--- src/rtl/lau_pkg.sv ---
// Shared types for the LAU datapath blocks: speed selection and the
// sign/magnitude flag pair produced by sign_mag_pipe.
package lau_pkg;

    typedef enum logic [0:0] {
        FAST = 1'b0,
        SLOW = 1'b1
    } speed_e;

    typedef struct packed {
        logic sat;
        logic minneg;
    } sm_flags_t;

endpackage

--- src/rtl/NegC.sv ---
// Conditional two's-complement negator: y = neg ? -a : a.
// FAST uses the vendor adder; SLOW builds an explicit ripple incrementer.
module NegC
    import lau_pkg::*;
#(
    parameter int     width = 8,
    parameter speed_e speed = FAST
) (
    input  logic [width-1:0] a,
    input  logic             neg,
    output logic [width-1:0] y
);

    if (speed == FAST) begin : g_fast
        assign y = neg ? (~a + 1'b1) : a;
    end else begin : g_slow
        // invert-then-increment, with neg itself as the carry-in
        logic [width-1:0] carry;
        assign carry[0] = neg;
        for (genvar gi = 0; gi < width; gi++) begin : g_bit
            assign y[gi] = a[gi] ^ neg ^ carry[gi];
            if (gi < width - 1) begin : g_carry
                assign carry[gi+1] = (a[gi] ^ neg) & carry[gi];
            end
        end
    end

endmodule

--- src/rtl/sign_mag_pipe.sv ---
// Two-stage valid/ready pipeline converting an operand to sign + magnitude.
// Define LAU_SM_SAT_EN to clamp the most-negative signed input to 2^(width-1)-1.
module sign_mag_pipe
    import lau_pkg::*;
#(
    parameter int     width = 8,
    parameter int     TagW  = 4,
    parameter speed_e speed = FAST
) (
    input  logic            clk_i,
    input  logic            rst_ni,
    input  logic            flush_i,
    input  logic            in_valid_i,
    output logic            in_ready_o,
    input  logic [width-1:0] in_a_i,
    input  logic            in_signed_i,
    input  logic [TagW-1:0] in_tag_i,
    output logic            out_valid_o,
    input  logic            out_ready_i,
    output logic [width-1:0] out_mag_o,
    output logic            out_sign_o,
    output logic [1:0]      out_flags_o,
    output logic [TagW-1:0] out_tag_o
);

    logic             s0_valid_reg;
    logic [width-1:0] s0_a_reg;
    logic             s0_signed_reg;
    logic [TagW-1:0]  s0_tag_reg;

    logic             s1_valid_reg;
    logic [width-1:0] s1_mag_reg;
    logic             s1_sign_reg;
    sm_flags_t        s1_flags_reg;
    logic [TagW-1:0]  s1_tag_reg;

    logic             s1_adv;
    logic             in_hs;
    logic             neg_next;
    logic             minneg_next;
    logic [width-1:0] neg_mag;
    logic [width-1:0] mag_next;
    sm_flags_t        flags_next;

    assign s1_adv     = s0_valid_reg & (~s1_valid_reg | out_ready_i);
    assign in_ready_o = ~s0_valid_reg | s1_adv;
    assign in_hs      = in_valid_i & in_ready_o;

    assign neg_next    = s0_signed_reg & s0_a_reg[width-1];
    assign minneg_next = neg_next & (s0_a_reg[width-2:0] == '0);

    NegC #(
        .width (width),
        .speed (speed)
    ) u_negc (
        .a   (s0_a_reg),
        .neg (neg_next),
        .y   (neg_mag)
    );

`ifdef LAU_SM_SAT_EN
    assign mag_next   = minneg_next ? {1'b0, {(width-1){1'b1}}} : neg_mag;
    assign flags_next = '{sat: minneg_next, minneg: minneg_next};
`else
    // -2^(width-1) negates to itself, which is the exact unsigned magnitude
    assign mag_next   = neg_mag;
    assign flags_next = '{sat: 1'b0, minneg: minneg_next};
`endif

    always_ff @(posedge clk_i or negedge rst_ni) begin
        if (!rst_ni) begin
            s0_valid_reg  <= 1'b0;
            s0_a_reg      <= '0;
            s0_signed_reg <= 1'b0;
            s0_tag_reg    <= '0;
            s1_valid_reg  <= 1'b0;
            s1_mag_reg    <= '0;
            s1_sign_reg   <= 1'b0;
            s1_flags_reg  <= '0;
            s1_tag_reg    <= '0;
        end else if (flush_i) begin
            s0_valid_reg <= 1'b0;
            s1_valid_reg <= 1'b0;
        end else begin
            if (in_hs) begin
                s0_valid_reg  <= 1'b1;
                s0_a_reg      <= in_a_i;
                s0_signed_reg <= in_signed_i;
                s0_tag_reg    <= in_tag_i;
            end else if (s1_adv) begin
                s0_valid_reg <= 1'b0;
            end

            if (s1_adv) begin
                s1_valid_reg <= 1'b1;
                s1_mag_reg   <= mag_next;
                s1_sign_reg  <= neg_next;
                s1_flags_reg <= flags_next;
                s1_tag_reg   <= s0_tag_reg;
            end else if (out_ready_i) begin
                s1_valid_reg <= 1'b0;
            end
        end
    end

    assign out_valid_o = s1_valid_reg;
    assign out_mag_o   = s1_mag_reg;
    assign out_sign_o  = s1_sign_reg;
    assign out_flags_o = s1_flags_reg;
    assign out_tag_o   = s1_tag_reg;

endmodule

--- config.mk ---
export PLATFORM = sky130hd
export DESIGN_NAME = sign_mag_pipe
export DESIGN_NICKNAME = d
export VERILOG_FILES = /design/src/rtl/lau_pkg.sv /design/src/rtl/NegC.sv /design/src/rtl/sign_mag_pipe.sv
export SDC_FILE = /design/constraint.sdc
export NUM_CORES = 1
export LEC_CHECK = 0
export ABC_AREA = 1
export CAP_MARGIN = 30
export CELL_PAD_IN_SITES_DETAIL_PLACEMENT = 0
export CELL_PAD_IN_SITES_GLOBAL_PLACEMENT = 1
export CORE_UTILIZATION = 48
export CTS_CLUSTER_DIAMETER = 40
export CTS_CLUSTER_SIZE = 8
export DETAILED_ROUTE_END_ITERATION = 10
export DONT_BUFFER_PORTS = 1
export PLACE_DENSITY_LB_ADDON = 0.1
export SLEW_MARGIN = 20
export SYNTH_ARGS = -nofsm -noshare
export SYNTH_HDL_FRONTEND = slang
export SYNTH_SLANG_ARGS = --single-unit
--- constraint.sdc ---
create_clock -name clk_i -period 1.85 [get_ports clk_i]
set_clock_uncertainty 0.2 [all_clocks]
set_input_delay 0.2775 -clock clk_i [delete_from_list [all_inputs] [get_ports clk_i]]
set_output_delay 0.2775 -clock clk_i [all_outputs]
set_load 0.05 [all_outputs]
==> impl_metrics.ini <==
[yosys]
synth.avg_cell_area_um2 = 8.71
synth_seq_cells = 29
syn_nets = 169
synth_cell_types = 22
synth_seq_area_share_pct = 55.6
synth_area_mm2 = 0.00131
postSynthCellCount = 150
synth_warnings = 0

[timing]
period_minus_slack_ns = 1.79
fmax_mhz = 560
setup_viol = 0
period_share_pct = 96.5
fin_setup_tns_ns = 0
rsz0062_at_grt = no
hold_violations = 0
slew_violations = 0
timing.final.ws_setup_ns = 0.0640
holdWs_ns = 0.0922

[route]
first_pass_iters = 4
wirelength_mm = 2.43
dr.first_iter.drc_count = 10
via_per_inst = 4.98
vias = 1011
final_antenna_net_count = 0
wl_per_cell_um = 12.0
drcViolationCount = 0

[power_and_ir_drop]
clkPwrFrac_pct = 25.0
share_comb_of_total_power_pct = 14.9
pwr-share-seq_pct = 60.2
sw_frac_of_total_pct = 39.7
p_leak_nw = 0.774
p_per_area_mw_per_mm2 = 1130
p_sw_mw = 0.704
power_mw = 1.77
ir_drop_mv = 0.864
p_int_mw = 1.07

[layout]
final_cell_count_no_fill = 203
drive_above_1_share_pct = 11.6
antenna_cells = 0
layout_common_cells = 37 x nand2_1, 29 x dfrtp_1, 17 x nor2_1, 17 x dlygate4sd3_1, 15 x inv_1
finish.instance_area_mm2 = 0.00157
nets = 191
area_growth_pct = 20.5
layout_commonest_cell = nand2_1
postLayoutCoreUtil_pct = 62.4

[place]
hpwl_mm = 1.60
placed_area_mm2 = 0.00131
place_ws_ns = 0.439
dp_cells = 177
port-buffer-count = 0
place_congestion = 0.722

[global_routing]
use_met3_pct = 8.76
use_met1_pct = 26.5
grt_use_total_pct = 20.8
grt.busiest_layer = met2
grt.met2_usage_pct = 29.9
grt_pass1_wl_mm = 4.11
grt_max_degree = 30
grt_pass1_vias = 929
grt_overflow = 0
antenna_found_initial = 0

[critical_path]
r2r-start = out_valid_o$_DFFE_PN0P_
critical_path.top_delay_family = buffers and inverters
crit_path_top_delay_cell = dlygate4sd3_1
r2r_slack_ns = 0.30
cp.arrival_ns = 1.31
reg2reg_depth = 5
cp_slowest_stage_delay_ns = 0.57
worst-endpoint-required_ns = 1.37
startpoint_type = input pin
regToRegEndpoint = out_valid_o$_DFFE_PN0P_
cp_max_fo = 3
path_buf_inv = 2
cp_cell_sequence = dlygate4sd3_1, nor2_4, nand2_2, buf_4
crit_path_end_kind = output port
crit_type = input pin to output port

[die]
io_pins = 35
die-area_mm2 = 0.00293
start_util_pct = 51.8
die_w_um = 54.2
die_h_um = 54.2
floorplan.rows = 18
core_area_mm2 = 0.00252

[outcome]
outcome = finished, final reports clean

[hold_path]
hold_class = input pin to flip-flop
worst_hold_path.endpoint = s0_a_reg[3]$_DFFE_PN0P_
whs_path_depth = 2
worstHoldStart = in_valid_i

[clock_network]
clock_latency_ns = 0.33
htree_levels = 2
cts.sinks = 29
cts_tree = done
clock-root-buffer = clkbuf_4
cts_resized = 0
cts_buffers = 5
clkTransAtPathRegs_ns = 0.10
cts.path.max_buffers = 2

[job]
cap_violations = 0
## layout make-up
cell class,instances,area [um^2]
clock buffer,7,65.1
clock inverter,1,5.00
fill,239,948
inverter,18,67.6
multi-input combinational,98,468
sequential,29,726
tap,30,37.5
timing repair buffer,20,205
## metal layers
metal	wire length, um	vias to the layer above
met1	1220	458
met5	0	-
met2	1010	31
met4	50	0
met3	146	4
li1	-	518
## what timing repair did
action	4_1_cts	5_1_grt
endpoints found under the hold margin	44	0
buffers inserted	0	0
hold buffers	18	0
## worst max-delay path by stage
| stage | start | endpoint | slack [ns] | cells after the start |
|---|---|---|---|---|
| floorplan | out_valid_o$_DFFE_PN0P_ | s0_valid_reg$_DFFE_PN0P_ | 0.01 | 6 |
| global placement | s0_a_reg[0]$_DFFE_PN0P_ | out_mag_o[6]$_DFFE_PN0P_ | 0.46 | 7 |
| detailed placement | s0_a_reg[0]$_DFFE_PN0P_ | out_mag_o[6]$_DFFE_PN0P_ | 0.44 | 7 |
| CTS | out_ready_i | in_ready_o | 0.05 | 4 |
| global route | out_ready_i | in_ready_o | 0.03 | 4 |
| finish | out_ready_i | in_ready_o | 0.06 | 4 |
## synthesized netlist by cell type
| library cell | n | area (um^2) |
|---|---|---|
| xnor2_1 | 1 | 8.76 |
| nand3_1 | 10 | 50.1 |
| nand2_2 | 2 | 12.5 |
| conb_1 | 1 | 3.75 |
| buf_6 | 2 | 22.5 |
| nor2_4 | 2 | 22.5 |
| a21oi_1 | 11 | 55.1 |
| dfrtp_1 | 29 | 726 |
| o21ai_2 | 1 | 8.76 |
| nand4_1 | 1 | 6.26 |
| clkinv_1 | 1 | 3.75 |
| nand3_4 | 1 | 17.5 |
| inv_1 | 15 | 56.3 |
| o21ai_0 | 6 | 30.0 |
| inv_2 | 2 | 7.51 |
| buf_4 | 3 | 22.5 |
| o21ai_1 | 5 | 25.0 |
| ha_1 | 1 | 12.5 |
| a31oi_1 | 1 | 6.26 |
| nand2_1 | 37 | 139 |
| nor2_1 | 17 | 63.8 |
| nor2_2 | 1 | 6.26 |
## power by group through the flow
stage,registers [mW],clock network (mW),logic (mW)
after floorplan,1.06,0,0.188
after global placement,1.08,0,0.212
after detailed placement,1.08,0,0.217
after CTS,1.07,0.452,0.265
after global routing,1.08,0.476,0.309
final,1.07,0.442,0.263
## worst reg2reg max path, delay by kind of cell (launching register included)
kind,cells,cell delay [ns]
AO/OA/AOI/OAI,1,0.12
AND/OR/NAND/NOR,1,0.13
flip-flops,1,0.35
buffers and inverters,3,0.69
## logic make-up (layout without fill, tap and decap cells)
kind of cell | Yosys count | in the layout | synth area share (%)
other cells | 1 | 1 | 0.287
xor+xnor | 1 | 1 | 0.671
flops | 29 | 29 | 55.6
compound gates | 24 | 24 | 9.58
fa+ha+maj | 1 | 1 | 0.958
buf+inv | 23 | 46 | 8.62
simple gates | 71 | 71 | 24.3
(Power assumes the default switching activity.)
